<file path="src/rtl/logic_unit_pkg.sv">
// Shared definitions for the bitwise logic unit: operation encoding and the
// reference bitwise operation used by the datapath.
package logic_unit_pkg;

    typedef enum logic [2:0] {
        OP_AND  = 3'd0,
        OP_OR   = 3'd1,
        OP_XOR  = 3'd2,
        OP_NAND = 3'd3,
        OP_NOR  = 3'd4,
        OP_XNOR = 3'd5,
        OP_ANDN = 3'd6,
        OP_PASS = 3'd7
    } op_e;

    // Widest operand the shared function handles; callers zero-extend and truncate.
    localparam int MAX_WIDTH = 64;

    function automatic logic [MAX_WIDTH-1:0] logic_apply(
        input op_e                  op,
        input logic [MAX_WIDTH-1:0] a,
        input logic [MAX_WIDTH-1:0] b
    );
        logic [MAX_WIDTH-1:0] r;
        r = a;
        case (op)
            OP_AND:  r = a & b;
            OP_OR:   r = a | b;
            OP_XOR:  r = a ^ b;
            OP_NAND: r = ~(a & b);
            OP_NOR:  r = ~(a | b);
            OP_XNOR: r = ~(a ^ b);
            OP_ANDN: r = a & ~b;
            OP_PASS: r = a;
            default: r = a;
        endcase
        return r;
    endfunction

endpackage

</file>
<file path="src/rtl/logic_unit_core.sv">
// Purely combinational WIDTH-bit logic operation with zero / all-ones flags.
module logic_unit_core
    import logic_unit_pkg::*;
#(
    parameter int WIDTH = 8
) (
    input  logic [2:0]       op,
    input  logic [WIDTH-1:0] a,
    input  logic [WIDTH-1:0] b,
    output logic [WIDTH-1:0] y,
    output logic             zero,
    output logic             ones
);

    logic [MAX_WIDTH-1:0] a_ext;
    logic [MAX_WIDTH-1:0] b_ext;
    logic [MAX_WIDTH-1:0] res;
    logic                 unused_hi;

    // NOTE: combinational blocks use blocking assignments, and every variable
    // gets a default first so no path leaves it unassigned (no latch).
    always_comb begin
        a_ext             = '0;
        b_ext             = '0;
        a_ext[WIDTH-1:0]  = a;
        b_ext[WIDTH-1:0]  = b;
        res               = logic_apply(op_e'(op), a_ext, b_ext);
    end

    assign y         = res[WIDTH-1:0];
    assign zero      = (y == '0);
    assign ones      = &y;
    // Upper bits of the widened result are don't-care (inverting ops set them).
    assign unused_hi = ^res;

endmodule

</file>
<file path="src/rtl/logic_unit_pipe.sv">
// WIDTH-bit bitwise logic unit with optional accumulator and one registered
// valid/ready output stage (1-cycle latency, full throughput).
module logic_unit_pipe
    import logic_unit_pkg::*;
#(
    parameter int               WIDTH   = 8,
    parameter logic [WIDTH-1:0] ACC_RST = '0
) (
    input  logic             clk,
    input  logic             rst,
    input  logic             in_valid,
    output logic             in_ready,
    input  logic [WIDTH-1:0] in_a,
    input  logic [WIDTH-1:0] in_b,
    input  logic [2:0]       in_op,
    input  logic             in_acc,
    input  logic             acc_clr,
    output logic             out_valid,
    input  logic             out_ready,
    output logic [WIDTH-1:0] out_y,
    output logic             out_zero,
    output logic             out_ones,
    output logic [WIDTH-1:0] acc_q
);

    logic             accept;
    logic             transfer;
    logic [WIDTH-1:0] acc_eff;
    logic [WIDTH-1:0] opnd_b;
    logic [WIDTH-1:0] res_y;
    logic             res_zero;
    logic             res_ones;

    assign in_ready = !out_valid || out_ready;
    assign accept   = in_valid && in_ready;
    assign transfer = out_valid && out_ready;

    // A same-cycle clear is applied before the accumulate operation.
    assign acc_eff  = acc_clr ? ACC_RST : acc_q;
    assign opnd_b   = in_acc ? acc_eff : in_b;

    logic_unit_core #(.WIDTH(WIDTH)) u_core (
        .op   (in_op),
        .a    (in_a),
        .b    (opnd_b),
        .y    (res_y),
        .zero (res_zero),
        .ones (res_ones)
    );

    // NOTE: sequential state uses non-blocking assignments so every register
    // samples pre-edge values, independent of statement order.
    always_ff @(posedge clk or posedge rst) begin
        if (rst) begin
            out_valid <= 1'b0;
            out_y     <= '0;
            out_zero  <= 1'b0;
            out_ones  <= 1'b0;
        end else if (accept) begin
            out_valid <= 1'b1;
            out_y     <= res_y;
            out_zero  <= res_zero;
            out_ones  <= res_ones;
        end else if (transfer) begin
            out_valid <= 1'b0;
        end
    end

    always_ff @(posedge clk or posedge rst) begin
        if (rst) begin
            acc_q <= ACC_RST;
        end else if (accept && in_acc) begin
            acc_q <= res_y;
        end else if (acc_clr) begin
            acc_q <= ACC_RST;
        end
    end

endmodule

</file>
<file path="config.mk">
export PLATFORM = sky130hd
export DESIGN_NAME = logic_unit_pipe
export DESIGN_NICKNAME = d
export VERILOG_FILES = /design/src/rtl/logic_unit_pkg.sv /design/src/rtl/logic_unit_core.sv /design/src/rtl/logic_unit_pipe.sv
export SDC_FILE = /design/constraint.sdc
export NUM_CORES = 1
export LEC_CHECK = 0
export CORE_MARGIN = 5
export CORE_UTILIZATION = 30
export CTS_CLUSTER_DIAMETER = 80
export DETAILED_ROUTE_END_ITERATION = 10
export PLACE_DENSITY = 0.55
export SYNTH_ARGS = -nofsm -noshare
export SYNTH_HDL_FRONTEND = slang
export SYNTH_SLANG_ARGS = --single-unit
</file>
<file path="constraint.sdc">
create_clock -name clk -period 2.2 [get_ports clk]
set_input_delay 0.44 -clock clk [delete_from_list [all_inputs] [get_ports clk]]
set_output_delay 0.44 -clock clk [all_outputs]
set_load 0.02 [all_outputs]
</file>
==> flow_summary_export.csv <==
group,metric,value,unit
placement,portBuffers,44,
grt,globalRouteTotalUtil,14.9,%
finish,syn2layout_area_growth,61.7,%
finish,finalCoreUtilization,50.6,%
finish,drive_above_1_share,38.0,%
synthesis,post-synth-top-area-fraction,27.1,%
cts,cts_buffers,3,
setup_path,critical_path_class,"in -> reg",
route,antenna_left,0,
outcome,failing_checks,"setup timing",
timing,maxSlewViolCount,0,
synthesis,count_of_flip_flops_with_a_built_in_enable_after_synthesis,0,
route,via_per_inst,5.15,
cts,path_clk_slew,0.07,ns
synthesis,yosysUniqueCellTypes,54,
timing,fin_ws,-0.0237,ns
grt,grt_overflow,0,
placement,place_hpwl,4380,um
placement,place.gp.congestion,0.871,
route,dr_wl_met3,304,um
synthesis,post-synth-top-area-cell,"sky130_fd_sc_hd__dfrtp_1",
timing,worstMarginPinSlew,0.345,ns
floorplanning,start_util,31.3,%
floorplanning,floorplan.die_area,7480,sq um
route,initialDrtViolationCount,144,
route,routedWlPerCell,15.4,um
synthesis,synth_cells,193,
cts,clock_sink_count,19,
floorplanning,die_w,86.5,um
grt,grt_antenna_before_repair,0,
timing,report.final.setup_viol,1,
hold_path,min-delay-path-class,"reg -> reg",
timing,rsz_0062_raised_after_global_routing,"true",
route,num_vias,1873,
synthesis,netlist_top_cells_area,"sky130_fd_sc_hd__dfrtp_1 27%, sky130_fd_sc_hd__mux2_2 6.4%, sky130_fd_sc_hd__ha_1 5.7%",
hold_path,hold_depth,2,
synthesis,synth_area,1750,sq um
cts,cts_tree,"built",
cts,clkLatencyLatePin,0.25,ns
finish,filler_cell_count,562,
timing,totalNegativeSetupSlack,-0.0237,ns
setup_path,worstPathMaxFanout,8,
route,met1_length,2730,um
synthesis,synth_ff_type,"sky130_fd_sc_hd__dfrtp_1",
setup_path,critical_path_required,2.39,ns
synthesis,ys_seq_elements,19,
synthesis,synth.top_cells.by_count,"19 x sky130_fd_sc_hd__dfrtp_1, 15 x sky130_fd_sc_hd__o21ai_0, 14 x sky130_fd_sc_hd__nand2_1, 12 x sky130_fd_sc_hd__nor2_1, 10 x sky130_fd_sc_hd__mux2_2",
placement,placedInstanceArea,2640,sq um
synthesis,synthArstFlopShare,100,%
route,route.top_layer_used,"met4",
pwr,total_power,1.28,mW
floorplanning,floorplan.core_area,5610,sq um
pwr,peakVddDrop,0.463,mV
grt,pin_count_of_the_biggest_net_entering_global_routing,20,
job,max_cap_viol_count,0,
setup_path,end_kind,"flip-flop",
setup_path,worst_ep_arrival_time,2.41,ns
finish,layout.cell_area.non_filler,2840,sq um
synthesis,synth.yosys.warnings,0,
route,drc,0,
synthesis,syn_nets,226,
cts,holdBufCountCts,0,
synthesis,synthesis.area_per_instance,9.09,sq um
timing,hold_violations,0,
floorplanning,fp-row-count,27,
cts,cts_max_level,1,
timing,worst_slew_margin_rel,76.6,%
synthesis,top_count_cell_post_synth,"sky130_fd_sc_hd__dfrtp_1",
grt,wire_length_of_the_first_global_routing_pass,9110,um
finish,final-instance-count-excl-fill,364,
setup_path,reg2reg_depth,9,
timing,min_period_over_period,101,%
outcome,run_status,"finished, violations left",
route,finalWirelength,5600,um
grt,first_global_vias,1889,
timing,max_clock_freq,450,MHz
route,met2_wirelength,2530,um
placement,placed_cells,357,
setup_path,setup.worst_path.start_class,"input port",
pwr,power_per_cell_area,450,nW/um^2
timing,worst_clock_skew,0.00129,ns
cts,max-clock-path-buffers,2,
timing,period_needed,2.22,ns
synthesis,synth_sequential_area_ratio,27.1,%
cts,clock_root_buffer_master,"sky130_fd_sc_hd__clkbuf_8",
finish,antenna_cells_inserted,0,
floorplanning,ioPinCount,45,
pwr,p_leak,1.28,nW
floorplanning,die_h,86.5,um
finish,design.final.nets,326,
route,drtPass1Iterations,4,
cells in the final DEF (no fill, tap or decap), types with 3 or more instances in the layout:
master                            instances
sky130_fd_sc_hd__a21o_1                   5
sky130_fd_sc_hd__nand4_1                  6
sky130_fd_sc_hd__dlygate4sd2_1            3
sky130_fd_sc_hd__a211oi_2                 4
sky130_fd_sc_hd__ha_1                     3
sky130_fd_sc_hd__mux2i_1                  5
sky130_fd_sc_hd__buf_4                   59
sky130_fd_sc_hd__nand3b_1                 6
sky130_fd_sc_hd__a22oi_1                  6
sky130_fd_sc_hd__inv_1                    5
sky130_fd_sc_hd__o21ai_0                 10
sky130_fd_sc_hd__nor2_1                  12
sky130_fd_sc_hd__clkbuf_8                 3
sky130_fd_sc_hd__o21ai_1                  5
sky130_fd_sc_hd__dlymetal6s2s_1           4
sky130_fd_sc_hd__ha_4                     5
sky130_fd_sc_hd__a41oi_2                  4
sky130_fd_sc_hd__o22ai_1                  3
sky130_fd_sc_hd__nand2_1                 13
sky130_fd_sc_hd__nand2b_1                 8
sky130_fd_sc_hd__dfrtp_1                 19
sky130_fd_sc_hd__nor3_1                   3
sky130_fd_sc_hd__and2b_1                  4
sky130_fd_sc_hd__nor2b_1                  4
sky130_fd_sc_hd__nor3_2                   6
sky130_fd_sc_hd__clkdlybuf4s50_1         34
sky130_fd_sc_hd__mux2_2                  10
power by group:
part	switching (mW)	leakage (nW)	total, mW	internal, mW
registers	0.0241	0.244	0.419	0.395
logic	0.296	1.01	0.621	0.325
clock network	0.108	0.0228	0.236	0.129
path summary, 6_finish.rpt:
path | start | endpoint | slack (ns)
hold / removal | out_ones$_DFFE_PP0P_ | out_ones$_DFFE_PP0P_ | 0.49
setup reg to reg | acc_q[1]$_DFF_PP0_ | out_zero$_DFFE_PP0P_ | 0.01
setup / recovery | in_op[1] | out_zero$_DFFE_PP0P_ | -0.02
max in group asynchronous | rst | acc_q[0]$_DFF_PP0_ | 1.50
min in group asynchronous | rst | out_valid$_DFFE_PP0P_ | 0.50
hold reg to reg | out_ones$_DFFE_PP0P_ | out_ones$_DFFE_PP0P_ | 0.49
layout make-up:
class	instances	area [sq um]	area share, %
Clock buffer	4	45.0	1.59
Inverter	6	22.5	0.794
Multi-Input combinational cell	158	1290	45.7
Sequential cell	19	475	16.8
Tap cell	72	90.1	3.18
Timing Repair Buffer	105	908	32.0
sequential cells by signal, indices dropped and copies added, names as in the netlist:
name       cells
out_ones       1
acc_q          8
out_zero       1
out_valid      1
out_y          8
layer usage:
layer	track usage [%]	up-vias
met2	23.6	50
met1	21.5	889
met4	3.40	0
li1	-	930
met3	2.09	4
met5	0	-
per-stage QoR:
step	setup slack (ns)	hold WS (ns)
global placement	-0.705	0.478
CTS	-0.0821	0.487
global route	-0.0746	0.510
detailed placement	-0.772	0.461
finish	-0.0237	0.490
floorplan	-0.0303	0.391
cell families (layout without fill, tap and decap cells):
group,count (synthesis),in the layout,synth area share [%]
AND/OR/NAND/NOR,79,79,25.5
AO/OA/AOI/OAI,56,56,26.3
flip-flops,19,19,27.1
buffers and inverters,16,115,6.13
multiplexers,15,15,9.27
adder cells (fa/ha/maj),8,8,5.71
worst max-delay path, cell delays in order:
cell	delay [ns]
sky130_fd_sc_hd__clkdlybuf4s50_1	0.43
sky130_fd_sc_hd__buf_6	0.15
sky130_fd_sc_hd__and2_1	0.15
sky130_fd_sc_hd__o2111a_1	0.27
sky130_fd_sc_hd__a311oi_2	0.33
sky130_fd_sc_hd__nor2_1	0.09
sky130_fd_sc_hd__a2111oi_2	0.34
sky130_fd_sc_hd__a32o_1	0.21
what timing repair did:
item                       in CTS  in global routing
buffers inserted                3                  0
pin swaps                      13                 18
setup endpoints to repair      18                 18
gates resized for setup        19                 25
Power figures use the tool's default switching activity.
